## config.mk

```make
export PLATFORM = sky130hd
export DESIGN_NAME = seq_divider
export DESIGN_NICKNAME = d
export VERILOG_FILES = /design/src/rtl/seq_divider.sv
export SDC_FILE = /design/constraint.sdc
export NUM_CORES = 1
export LEC_CHECK = 0
export CAP_MARGIN = 10
export CORE_AREA = 3 3 135 137
export CTS_CLUSTER_DIAMETER = 60
export DETAILED_ROUTE_END_ITERATION = 8
export DIE_AREA = 0 0 138 140
export SLEW_MARGIN = 20
export SYNTH_ARGS = -nofsm -noshare
export SYNTH_HDL_FRONTEND = slang
export SYNTH_SLANG_ARGS = --single-unit
```

## constraint.sdc

```tcl
create_clock -name clk -period 4.44 [get_ports clk]
set_input_delay 0.666 -clock clk [delete_from_list [all_inputs] [get_ports clk]]
set_output_delay 0.666 -clock clk [all_outputs]
set_load 0.02 [all_outputs]
```

## src/rtl/seq_divider.sv

```systemverilog
// rtl/seq_divider.sv - restoring divider, one quotient bit per clock, valid/ready on both sides
// Optional signed mode is compiled in with `define DIV_SIGNED_EN.
`timescale 1ns/1ps
module seq_divider #(
  parameter int N     = 16,
  parameter int TAG_W = 4
) (
  input  logic             clk,
  input  logic             rst,
  input  logic             in_valid,
  output logic             in_ready,
  input  logic [N-1:0]     dividend,
  input  logic [N-1:0]     divisor,
  input  logic             in_signed,
  input  logic [TAG_W-1:0] in_tag,
  output logic             out_valid,
  input  logic             out_ready,
  output logic [N-1:0]     quotient,
  output logic [N-1:0]     remainder,
  output logic [TAG_W-1:0] out_tag,
  output logic             div_by_zero,
  output logic             overflow
);
  localparam int CW = $clog2(N);

  typedef enum logic [1:0] {S_IDLE, S_BUSY, S_DONE} state_t;

  state_t           state_q, state_d;
  logic [N-1:0]     dvd_q, dvd_d, dvs_q, dvs_d, rem_q, rem_d, quo_q, quo_d;
  logic [CW-1:0]    cnt_q, cnt_d;
  logic [TAG_W-1:0] tag_q, tag_d, out_tag_q, out_tag_d;
  logic             in_ready_q, in_ready_d, out_valid_q, out_valid_d, dbz_q, dbz_d;
  logic [N-1:0]     quotient_q, quotient_d, remainder_q, remainder_d;

  logic [N:0]       shifted;
  logic             ge;
  logic [N-1:0]     rem_next, quo_next, cap_dvd, cap_dvs, fin_quo, fin_rem;
  logic             accept, finish, zero_div;

  assign accept   = (state_q == S_IDLE) && in_valid;
  assign finish   = (state_q == S_BUSY) && (cnt_q == '0);
  assign zero_div = (divisor == '0);

  // One restoring step: the partial remainder never exceeds N bits after subtraction.
  always_comb begin
    shifted  = {rem_q, dvd_q[cnt_q]};
    ge       = (shifted >= {1'b0, dvs_q});
    rem_next = ge ? (shifted[N-1:0] - dvs_q) : shifted[N-1:0];
    quo_next = {quo_q[N-2:0], ge};
  end

`ifdef DIV_SIGNED_EN
  localparam logic [N-1:0] MIN_VAL = {1'b1, {(N-1){1'b0}}};

  logic qneg_q, qneg_d, rneg_q, rneg_d, ovf_pend_q, ovf_pend_d, overflow_q, overflow_d;
  logic a_neg, b_neg;

  always_comb begin
    a_neg      = in_signed & dividend[N-1];
    b_neg      = in_signed & divisor[N-1];
    cap_dvd    = a_neg ? (~dividend + 1'b1) : dividend;
    cap_dvs    = b_neg ? (~divisor + 1'b1) : divisor;
    fin_quo    = qneg_q ? (~quo_next + 1'b1) : quo_next;
    fin_rem    = rneg_q ? (~rem_next + 1'b1) : rem_next;
    qneg_d     = qneg_q;
    rneg_d     = rneg_q;
    ovf_pend_d = ovf_pend_q;
    overflow_d = overflow_q;
    if (accept) begin
      qneg_d     = a_neg ^ b_neg;
      rneg_d     = a_neg;
      ovf_pend_d = in_signed && (dividend == MIN_VAL) && (&divisor);
      if (zero_div) overflow_d = 1'b0;
    end
    if (finish) overflow_d = ovf_pend_q;
  end

  always_ff @(posedge clk or posedge rst) begin
    if (rst) begin
      qneg_q     <= 1'b0;
      rneg_q     <= 1'b0;
      ovf_pend_q <= 1'b0;
      overflow_q <= 1'b0;
    end else begin
      qneg_q     <= qneg_d;
      rneg_q     <= rneg_d;
      ovf_pend_q <= ovf_pend_d;
      overflow_q <= overflow_d;
    end
  end

  assign overflow = overflow_q;
`else
  logic unused_in_signed;
  assign unused_in_signed = in_signed;
  assign cap_dvd  = dividend;
  assign cap_dvs  = divisor;
  assign fin_quo  = quo_next;
  assign fin_rem  = rem_next;
  assign overflow = 1'b0;
`endif

  always_comb begin
    state_d     = state_q;
    dvd_d       = dvd_q;
    dvs_d       = dvs_q;
    rem_d       = rem_q;
    quo_d       = quo_q;
    cnt_d       = cnt_q;
    tag_d       = tag_q;
    in_ready_d  = in_ready_q;
    out_valid_d = out_valid_q;
    quotient_d  = quotient_q;
    remainder_d = remainder_q;
    out_tag_d   = out_tag_q;
    dbz_d       = dbz_q;
    case (state_q)
      S_IDLE: begin
        if (in_valid) begin
          dvd_d      = cap_dvd;
          dvs_d      = cap_dvs;
          rem_d      = '0;
          quo_d      = '0;
          cnt_d      = CW'(N - 1);
          tag_d      = in_tag;
          in_ready_d = 1'b0;
          if (zero_div) begin
            state_d     = S_DONE;
            quotient_d  = '1;
            remainder_d = dividend;
            out_tag_d   = in_tag;
            dbz_d       = 1'b1;
          end else begin
            state_d = S_BUSY;
          end
        end
      end
      S_BUSY: begin
        rem_d = rem_next;
        quo_d = quo_next;
        if (cnt_q == '0) begin
          state_d     = S_DONE;
          quotient_d  = fin_quo;
          remainder_d = fin_rem;
          out_tag_d   = tag_q;
          dbz_d       = 1'b0;
        end else begin
          cnt_d = cnt_q - 1'b1;
        end
      end
      S_DONE: begin
        // out_valid follows entry into DONE by one clock; results are already stable.
        if (!out_valid_q) begin
          out_valid_d = 1'b1;
        end else if (out_ready) begin
          out_valid_d = 1'b0;
          in_ready_d  = 1'b1;
          state_d     = S_IDLE;
        end
      end
      default: begin
        state_d     = S_IDLE;
        in_ready_d  = 1'b1;
        out_valid_d = 1'b0;
      end
    endcase
  end

  always_ff @(posedge clk or posedge rst) begin
    if (rst) begin
      state_q     <= S_IDLE;
      dvd_q       <= '0;
      dvs_q       <= '0;
      rem_q       <= '0;
      quo_q       <= '0;
      cnt_q       <= '0;
      tag_q       <= '0;
      in_ready_q  <= 1'b1;
      out_valid_q <= 1'b0;
      quotient_q  <= '0;
      remainder_q <= '0;
      out_tag_q   <= '0;
      dbz_q       <= 1'b0;
    end else begin
      state_q     <= state_d;
      dvd_q       <= dvd_d;
      dvs_q       <= dvs_d;
      rem_q       <= rem_d;
      quo_q       <= quo_d;
      cnt_q       <= cnt_d;
      tag_q       <= tag_d;
      in_ready_q  <= in_ready_d;
      out_valid_q <= out_valid_d;
      quotient_q  <= quotient_d;
      remainder_q <= remainder_d;
      out_tag_q   <= out_tag_d;
      dbz_q       <= dbz_d;
    end
  end

  assign in_ready    = in_ready_q;
  assign out_valid   = out_valid_q;
  assign quotient    = quotient_q;
  assign remainder   = remainder_q;
  assign out_tag     = out_tag_q;
  assign div_by_zero = dbz_q;
endmodule

```

## Yosys cells after proc, flatten, opt, wreduce, memory -nomap -nowiden

Index checks and enable logic that the tools add are counted.

- Register bits: 112
- Latch bits: 0
- Memory bits (writable): 0
- ROM bits: 0
- Input bits: 41
- Output and inout port bits: 40
- Logic and storage cells: 75
- Memories kept: 0

- $add $sub $neg: 2
- $mul: 0
- Divide/modulo/power cells: 0
- $lt $le $gt $ge: 2
- Equality and inequality tests: 8
- Shift-type cells: 0
- Multiplexer cells: 38
- Bitwise logic cells: 1
- Reductions and logical operators: 11

Operators with widths:

| cell | count |
|---|---|
| $mux 16 | 8 |
| $pmux 16 s2 | 3 |
| $pmux 15 s2 | 1 |
| $mux 4 | 5 |
| $ge 17x16->1 | 1 |
| $logic_not 16->1 | 1 |
| $pmux 4 s2 | 2 |
| $sub 16x16->16 | 1 |
| $reduce_and 4->1 | 3 |
| $mux 2 | 5 |
| $ne 2x2->1 const B | 5 |
| $mux 1 | 9 |
| $pmux 2 s3 | 1 |
| $lt 4x5->1 const B | 1 |
| $bmux 1 s4 | 1 |
| $logic_not 4->1 | 1 |
| $pmux 1 s2 | 2 |
| $reduce_and 2->1 | 2 |
| $sub 4x1->4 const B | 1 |
| $pmux 1 s3 | 1 |
| $reduce_and 3->1 | 1 |
| $eq 2x1->1 const B | 1 |
| $eq 2x2->1 const B | 1 |
| $logic_not 2->1 | 1 |
| other kinds (4) | 4 |

## Longest topological paths before layout

Gate-level depths: netlist of the first run.

- Depth after elaboration: 6
- Depth in mapped cells: 14
- Depth with buffers taken out: 12

## Worst setup path before layout of the first run

No wires, ideal clock.

- Path type: register to register
- Start point: register cnt_q[0]
- End point: register remainder_q[0], in the netlist remainder[0]
- Data arrival time: 3.016 ns
- Setup slack: 1.340 ns
- Stages on the path, launching flop included: 13
- Period minus slack after synthesis: 3.100 ns
- Cell sequence: dfrtp_1 buf_2 mux4_2 mux2_2 a21oi_1 ha_1 nor2b_1 o2111ai_2 a2111o_1 a21o_1 buf_6 or4b_4 a41oi_2

- Longest elaborated chain between the ends: 6
- Elaborated cells between the ends (all ways): 10

Ends and longest elaborated chain:

| element | line | text |
|---|---|---|
| from (decl) | 30 | `logic [CW-1:0] cnt_q, cnt_d;` |
| from (signal assigned) | 190 | `cnt_q <= cnt_d;` |
| $bmux 1 s4 | 46 | `shifted = {rem_q, dvd_q[cnt_q]};` |
| $mux 1 (not written as such) | 46 |  |
| $sub 16x16->16 / $ge 17x16->1 (equally long branches) | 48, 47 |  |
| $mux 16 | 48 | `rem_next = ge ? (shifted[N-1:0] - dvs_q) : shifted[N-1:0];` |
| $mux 16 | 141 | `if (cnt_q == '0) begin` |
| $pmux 16 s2 | 117 | `case (state_q)` |
| to (signal assigned) | 195 | `remainder_q <= remainder_d;` |
| to (decl) | 33 | `logic [N-1:0] quotient_q, quotient_d, remainder_q, remainder_d;` |

Parallel ways exist; a longest one is shown, timed or not. The select of a mux whose other input is x is not followed.
A chain may end at the register's enable or synchronous reset.

## Final worst setup path of the first run

Same ends and word-level chain as after synthesis.

==> results of run 1 <==
==> report_power, final <==
part | total [mW] | switching [mW] | internal (mW)
Sequential | 1.77 | 0.314 | 1.45
Clock | 0.837 | 0.421 | 0.416
Combinational | 3.17 | 1.84 | 1.33
==> cell type report <==
cell class	count	share of cell area [%]
multi-input cells	451	39.77
flip-flops and latches	112	38.82
repair buffers	87	11.92
well taps	225	3.897
clock buffers	10	3.309
inverters	24	1.282
clock inverters	6	1.005
==> per-layer routing <==
metal	wire [um]	part of all wire (%)	up-vias	global-route usage (%)
li1	-	-	2313	-
met1	6974	46	2373	21.15
met2	7380	49	86	26.80
met3	512	3.4	14	2.902
met4	222	1.5	0	4.940
met5	0	0	-	0
==> final timing paths <==
path                                end  startpoint  slack (ns)  depth (start not counted)
setup / recovery           remainder[0]    cnt_q[0]        0.79                         10
hold / removal                 rem_q[1]    rem_q[1]        0.51                          2
setup reg to reg           remainder[0]    cnt_q[0]        0.79                         10
hold reg to reg                rem_q[1]    rem_q[1]        0.51                          2
max in group asynchronous      dvs_q[9]         rst        2.76                          3
min in group asynchronous   quotient[2]         rst        0.84                          2
==> registers in the layout, indices dropped and copies added, names as in the netlist <==
signal / count
rem_q: 16
quo_q: 15
dvs_q: 16
out_tag: 4
out_valid: 1
tag_q: 4
in_ready: 1
cnt_q: 4
div_by_zero: 1
dvd_q: 16
state_q: 2
remainder: 16
quotient: 16
==> worst min-delay path: cells and delay by family (launching register included) <==
kind	cells	cell delay (ns)
DFF	1	0.37
and+or+nand+nor	2	0.12
==> logic make-up (layout without fill, tap and decap cells) <==
| family | count (synthesis) | in the layout | synth area share (%) |
|---|---|---|---|
| AO/OA/AOI/OAI | 150 | 150 | 17.65 |
| multiplexers | 31 | 31 | 6.521 |
| XOR/XNOR | 7 | 7 | 1.031 |
| buffers and inverters | 62 | 127 | 4.775 |
| AND/OR/NAND/NOR | 244 | 244 | 18.91 |
| other | 1 | 1 | 0.06304 |
| flip-flops | 112 | 112 | 47.14 |
| adder cells (fa/ha/maj) | 18 | 18 | 3.912 |
==> metrics by stage <==
stage	std cells	worst slack (ns)	power (mW)	cell area [um^2]
2_1_floorplan	625	0.8167	3.979	5948
3_3_place_gp	899	0.8158	4.909	6912
3_5_place_dp	899	0.7962	4.977	6912
4_1_cts	915	0.7763	5.828	7223
5_1_grt	915	0.5035	6.262	7223
6_report	915	0.7889	5.773	7223
==> cell usage in the layout (no fill, tap or decap), drive strengths merged, types with 3 or more instances in the layout <==
cell	count
xor2	4
a21oi	36
a41oi	10
dfrtp	111
xnor2	3
buf	9
nor2b	5
clkdlybuf4s50	78
o2111ai	3
nor3	6
nand2b	20
nor3b	3
a31oi	11
nand4	4
and2	3
mux2	22
nand2	95
a32oi	10
a211oi	6
nor4	4
clkinv	4
o21ai	48
mux2i	5
ha	17
or2	4
nor2	66
clkbuf	10
nand3	23
or3	4
inv	26
mux4	4
a21o	10
==> impl_metrics.ini, run 1 <==
[synthesis]
synthFlopType = dfrtp_1
yosys_register_bits = 112
netlist_area_um2 = 5948
synth_edf_count = 0
ys_types = 68
yosysMostFrequentCell = dfrtp_1
yosysWarnings = 0
avgSynthCellArea_um2 = 9.517
yosysTopAreaCell = dfrtp_1
seq_area_frac_synth_pct = 47.14
synth.area.top_cells = dfrtp_1 (47%), nand2_1 (5.7%), mux2_2 (4.2%)
synthArstFlopShare_pct = 100.0
synth_commonest_cells = dfrtp_1 (111), nand2_1 (91), nor2_1 (65), o21ai_0 (43), a21oi_1 (35)
synthCells = 625
syn-num-nets = 684
synth_top_area_share_pct = 46.70

[grt]
overflow = 0
grt_antenna_before_repair = 0
grt_pass1_wl_um = 25290
grt_max_degree = 77
grt_pass1_vias = 4819
grt_usage_pct = 15.98

[setup_path]
endpoint_kind = flip-flop
arrival_ns = 3.93
required_ns = 4.72
setup.worst_path.class = flip-flop to flip-flop
critPathTopFamily = compound AO/OA/AOI/OAI gates
path_buf_inv = 0
setup.worst_path.start_class = flip-flop
path_cells = mux4_2 -> mux2_2 -> a21oi_1 -> ha_1 -> nor2b_1 -> o2111ai_2 -> a2111o_1 -> a21o_1 -> or4b_4 -> a41oi_2
slowest_delay_ns = 0.56
path_max_fanout = 9
slowest_stage = mux4_2

[layout]
multiInputGateArea_um2 = 2873
seq_area_um2 = 2804
layout-drive-gt1-share_pct = 11.45
area_growth_pct = 21.43
num_antenna_cells = 0
fillers = 1745
final_util_pct = 42.05
final_net_count = 744

[detailed_routing]
vias = 4786
drt-wirelength-per-cell_um = 16.49
dr.pass1.iters = 5
remaining_drc_errors = 0
antenna_left = 0
wirelength_um = 15090
drt_iter0_drc = 316
avgViaCountPerCell = 5.231

[timing]
fin_setup_tns_ns = 0
hold_slack_ns = 0.5146
fin_crit_sh_pct = 82.23
timing.fmax_mhz = 273.9
final-hold-violation-count = 0
period_needed_ns = 3.651
worst_pin_slew_ns = 0.8807
setup_viol = 0
rsz0062_at_grt = false
relSlewSlack_pct = 41.29
slew_violations = 0
clock_skew_ns = 0.01386

[clocking]
cts.sinks = 112
cts_root_buf = clkbuf_16
cts_buffers = 9
clock_latency_ns = 0.37
postCtsSetupBuffers = 0
cts_resized = 0
cts_hold_buf = 0
tritoncts = built
cts_buffer_depth = 2
htreeDepth = 3
worst_setup_hold_path_clk_slew_ns = 0.08

[floorplanning]
die-area_um2 = 19320
coreArea_um2 = 17180
rows = 48
die_w_um = 138
initial_utilization_pct = 34.63
io_pins = 81
fp.dieH_um = 140

[placed_design]
place_congestion = 0.8730
port_buffers = 78
dp_hpwl_um = 11220

[power]
p_per_area_nw_per_um2 = 799.2
power_leakage_nw = 3.086
ir_drop_mv = 0.2576

[min_path]
hold_path.class = flip-flop to flip-flop

[run]
cap_violations = 0

[status]
outcome = finished, final reports clean
Note: power is estimated with default switching activity, not from simulation.
==> run 2: changes to the inputs <==
==> constraint.sdc (replaced) <==
create_clock -name clk -period 3 [get_ports clk]
set_input_delay 0.45 -clock clk [delete_from_list [all_inputs] [get_ports clk]]
set_output_delay 0.45 -clock clk [all_outputs]
set_load 0.02 [all_outputs]
==> impl_metrics.ini, run 2 (synthesis results as in run 1) <==
[setup_path]
endpoint = remainder[4]
rrSetupSlack_ns = -0.1
slowest_stage = mux4_2
path_cells = mux4_2 -> mux2_4 -> a21oi_4 -> ha_4 -> nand3_2 -> or4_4 -> o21ai_4 -> o31a_4 -> buf_12 -> a32oi_2 -> a31oi_1
reg2reg_depth = 11
timing.rr.end = remainder[4]
cp-startpoint = cnt_q[0]
required_ns = 3.30
path_max_fanout = 7
setup.worst_path.start_class = flip-flop
slowest_delay_ns = 0.52
arrival_ns = 3.39
rr_startpoint = cnt_q[0]
endpoint_kind = flip-flop
setup.worst_path.class = flip-flop to flip-flop

[detailed_routing]
drt_iter0_drc = 271
wirelength_um = 15990
antenna_left = 0
dr.pass1.iters = 4
remaining_drc_errors = 0
vias = 4913
avgViaCountPerCell = 5.177
drt-wirelength-per-cell_um = 16.85

[run]
cap_violations = 0

[clocking]
worst_setup_hold_path_clk_slew_ns = 0.08
cts_buffer_depth = 2
clock_latency_ns = 0.37
cts_root_buf = clkbuf_16
cts.sinks = 112
cts_buffers = 9
cts_hold_buf = 0
htreeDepth = 3
tritoncts = built

[power]
power_leakage_nw = 3.377
p_total_mw = 9.522
ir_drop_mv = 0.4473
p_per_area_nw_per_um2 = 1211

[timing]
period_needed_ns = 3.096
relSlewSlack_pct = 53.69
slew_violations = 0
final-hold-violation-count = 0
fin_crit_sh_pct = 103.2
hold_slack_ns = 0.5089
timing.fmax_mhz = 323.0
setup_viol = 22
worst_pin_slew_ns = 0.6931
worst_slack_ns = -0.09573
clock_skew_ns = 0.01278
rsz0062_at_grt = true

[floorplanning]
die_w_um = 138
initial_utilization_pct = 34.63
io_pins = 81
die-area_um2 = 19320
fp.dieH_um = 140
rows = 48
coreArea_um2 = 17180

[placed_design]
pre_cts_ws_ns = -0.3325
port_buffers = 78
dp.cells = 924
place_congestion = 0.8469
dp_hpwl_um = 11500

[grt]
grt_pass1_vias = 4972
grt_pass1_wl_um = 26250
overflow = 0
grt_max_degree = 46
grt_usage_pct = 16.76
grt_antenna_before_repair = 0

[layout]
final_common_cell = dfrtp_1
num_antenna_cells = 0
layout-drive-gt1-share_pct = 20.58
final_util_pct = 45.76
layout_common_cells = dfrtp_1 (110), nand2_1 (91), clkdlybuf4s50_1 (78)
area_growth_pct = 32.14
final_net_count = 778
fillers = 1619
stdcell_count = 949

[min_path]
hold_path.class = flip-flop to flip-flop

[status]
outcome = complete, but fails checks
violations = negative setup slack
run 2: cell count changes in the layout (fill, tap and decap cells not counted), moves of 4 or more:
cell     change
buf_12       +4
nand3_2     +12
buf_4       +23
a32oi_1      -5
nand3_1     -17
nand3_4      +5
buf_6        +6
a32oi_2      +5
run 2: worst min path at each step:
stage               slack [ns]  cells past startpoint      from        to
global placement          0.49                      1  tag_q[0]  tag_q[0]
floorplan                 0.47                      2  quo_q[0]  quo_q[0]
detailed placement        0.49                      1  dvd_q[7]  dvd_q[7]
CTS                       0.51                      1  dvd_q[7]  dvd_q[7]
global route              0.54                      1  dvd_q[8]  dvd_q[8]
finish                    0.51                      1  dvd_q[7]  dvd_q[7]
run 2: per-stage QoR:
step / TNS (ns) / instance area, um^2
2_1_floorplan: -0.01416 / 5982
6_report: -1.149 / 7860
5_1_grt: -4.882 / 7860
3_5_place_dp: -8.034 / 7174
4_1_cts: -2.667 / 7790
3_3_place_gp: -5.643 / 7174
run 2: critical path: cells and delay by family (launching register included):
| kind | cells | cell delay (ns) |
|---|---|---|
| buffers and inverters | 1 | 0.15 |
| multiplexers | 2 | 0.81 |
| AO/OA/AOI/OAI | 5 | 0.90 |
| adder cells (fa/ha/maj) | 1 | 0.16 |
| AND/OR/NAND/NOR | 2 | 0.54 |
| flip-flops | 1 | 0.45 |
run 2: layout make-up:
type / count / area, um^2 / share of cell area (%)
multi-input cells: 451 / 3146 / 40.02
clock inverters: 7 / 102.6 / 1.305
clock buffers: 9 / 225.2 / 2.865
inverters: 24 / 93.84 / 1.194
well taps: 225 / 281.5 / 3.582
repair buffers: 121 / 1206 / 15.35
flip-flops and latches: 112 / 2805 / 35.69
run 2: what timing repair did:
| item | CTS | global route |
|---|---|---|
| pin swaps | 13 | 8 |
| gates resized for setup | 40 | 12 |
| gates cloned | 1 | 0 |
| hold endpoints to repair | 0 | 0 |
| buffers inserted | 6 | 2 |
| endpoints found under the setup margin | 34 | 34 |
run 2: report_power, final:
group | switching [mW] | internal (mW) | leakage (nW)
logic | 3.07 | 2.47 | 1.87
clock network | 0.647 | 0.685 | 0.160
registers | 0.501 | 2.15 | 1.35
run 2: metal layers:
layer | share of wire [%] | GRT usage (%) | vias to the layer above
met5 | 0 | 0 | -
met4 | 1.7 | 5.252 | 0
met3 | 3.5 | 3.073 | 13
met2 | 49 | 27.98 | 93
met1 | 46 | 22.25 | 2414
li1 | - | - | 2393
==> run 3: changes to the inputs <==
--- a/config.mk
+++ b/config.mk
@@ -7,9 +7,9 @@
 export LEC_CHECK = 0
 export CAP_MARGIN = 10
 export CORE_AREA = 3 3 135 137
-export CTS_CLUSTER_DIAMETER = 60
 export DETAILED_ROUTE_END_ITERATION = 8
 export DIE_AREA = 0 0 138 140
+export SKIP_LAST_GASP = 1
 export SLEW_MARGIN = 20
 export SYNTH_ARGS = -nofsm -noshare
 export SYNTH_HDL_FRONTEND = slang
==> constraint.sdc (replaced) <==
create_clock -name clk -period 3.95 [get_ports clk]
set_input_delay 0.5925 -clock clk [delete_from_list [all_inputs] [get_ports clk]]
set_output_delay 0.5925 -clock clk [all_outputs]
set_load 0.02 [all_outputs]
==> impl_metrics.ini, run 3 (synthesis results as in run 1) <==
[status]
outcome = finished, final reports clean

[layout]
stdcell_count = 916
postLayoutCellArea_um2 = 7228
final_net_count = 745
layout-drive-gt1-share_pct = 11.58
layout_common_cells = dfrtp_1 (111), nand2_1 (91), clkdlybuf4s50_1 (78)
final_common_cell = dfrtp_1
area_growth_pct = 21.52
num_antenna_cells = 0

[timing]
worst_pin_slew_ns = 0.9499
setup_viol = 0
relSlewSlack_pct = 36.67
slew_violations = 0
period_needed_ns = 3.552
rsz0062_at_grt = false
fin_setup_tns_ns = 0
timing.fmax_mhz = 281.6
final-hold-violation-count = 0
fin_crit_sh_pct = 89.92
hold_slack_ns = 0.5132
clock_skew_ns = 0.01007

[detailed_routing]
remaining_drc_errors = 0
antenna_left = 0
avgViaCountPerCell = 5.187
drt-wirelength-per-cell_um = 16.08
drt_iter0_drc = 263
dr.pass1.iters = 5
vias = 4751
wirelength_um = 14730

[power]
p_total_mw = 6.477
ir_drop_mv = 0.3236
p_per_area_nw_per_um2 = 896.1
power_leakage_nw = 3.092

[floorplanning]
io_pins = 81
die-area_um2 = 19320
initial_utilization_pct = 34.63
coreArea_um2 = 17180
die_w_um = 138
rows = 48
fp.dieH_um = 140

[run]
cap_violations = 0

[grt]
grt_usage_pct = 15.38
grt_pass1_vias = 4704
grt_pass1_wl_um = 24450
grt_antenna_before_repair = 0
grt_max_degree = 113
overflow = 0

[placed_design]
place_congestion = 0.8581
placed_area_um2 = 6919
port_buffers = 78
dp.cells = 900
dp_hpwl_um = 10770

[clocking]
cts_resized = 0
cts.sinks = 112
postCtsSetupBuffers = 0
htreeDepth = 3
cts_buffers = 9
cts_root_buf = clkbuf_16
cts_hold_buf = 0
cts_buffer_depth = 2
tritoncts = built
clock_latency_ns = 0.36
worst_setup_hold_path_clk_slew_ns = 0.08

[min_path]
hold_path.class = flip-flop to flip-flop

[setup_path]
path_max_fanout = 7
required_ns = 4.18
setup.worst_path.class = flip-flop to flip-flop
arrival_ns = 3.78
endpoint_kind = flip-flop
setup.worst_path.start_class = flip-flop
[run 3: stage by stage]
step | util, % | setup slack [ns]
3_3_place_gp | 40.28 | 0.3997
6_report | 42.08 | 0.3983
5_1_grt | 42.08 | 0.1377
4_1_cts | 42.08 | 0.3517
3_5_place_dp | 40.28 | 0.3831
2_1_floorplan | - | 0.4002
[run 3: worst max-delay path: stages, from the launching register on]
cell       delay [ns]
dfrtp_1          0.56
mux4_2           0.56
mux2_2           0.28
a21oi_1          0.27
ha_1             0.25
fa_1             0.24
nor2b_1          0.06
o2111ai_1        0.31
a21oi_1          0.19
o211a_1          0.23
nor3_1           0.35
o21ai_1          0.13
[run 3: final timing paths]
kind / cells past startpoint / slack (ns) / to / from
worst max register to register: 11 / 0.40 / remainder[14] / cnt_q[0]
max in group asynchronous: 3 / 2.77 / rem_q[14] / rst
min in group asynchronous: 3 / 0.74 / quotient[2] / rst
worst min register to register: 1 / 0.51 / dvd_q[7] / dvd_q[7]
worst max-delay path: 11 / 0.40 / remainder[14] / cnt_q[0]
worst min-delay path: 1 / 0.51 / dvd_q[7] / dvd_q[7]
[run 3: cell type report]
cell class,instances,area (um^2)
fillers,1692,9948
clock inverters,6,70.07
clock buffers,10,239.0
repair buffers,88,868.3
well taps,225,281.5
flip-flops and latches,112,2804
inverters,24,92.59
multi-input cells,451,2873
[run 3: routing by layer]
layer,global-route usage (%),vias to the layer above,routed length [um]
li1,-,2322,-
met1,21.12,2297,6896
met2,24.90,112,7017
met3,2.322,20,510
met4,5.460,0,303
met5,0,-,0
[run 3: where the power goes]
| group | total [mW] | switching [mW] | internal, mW |
|---|---|---|---|
| Sequential | 2.01 | 0.380 | 1.63 |
| Combinational | 3.53 | 2.03 | 1.50 |
| Clock | 0.941 | 0.472 | 0.469 |
| Total | 6.48 | 2.88 | 3.60 |
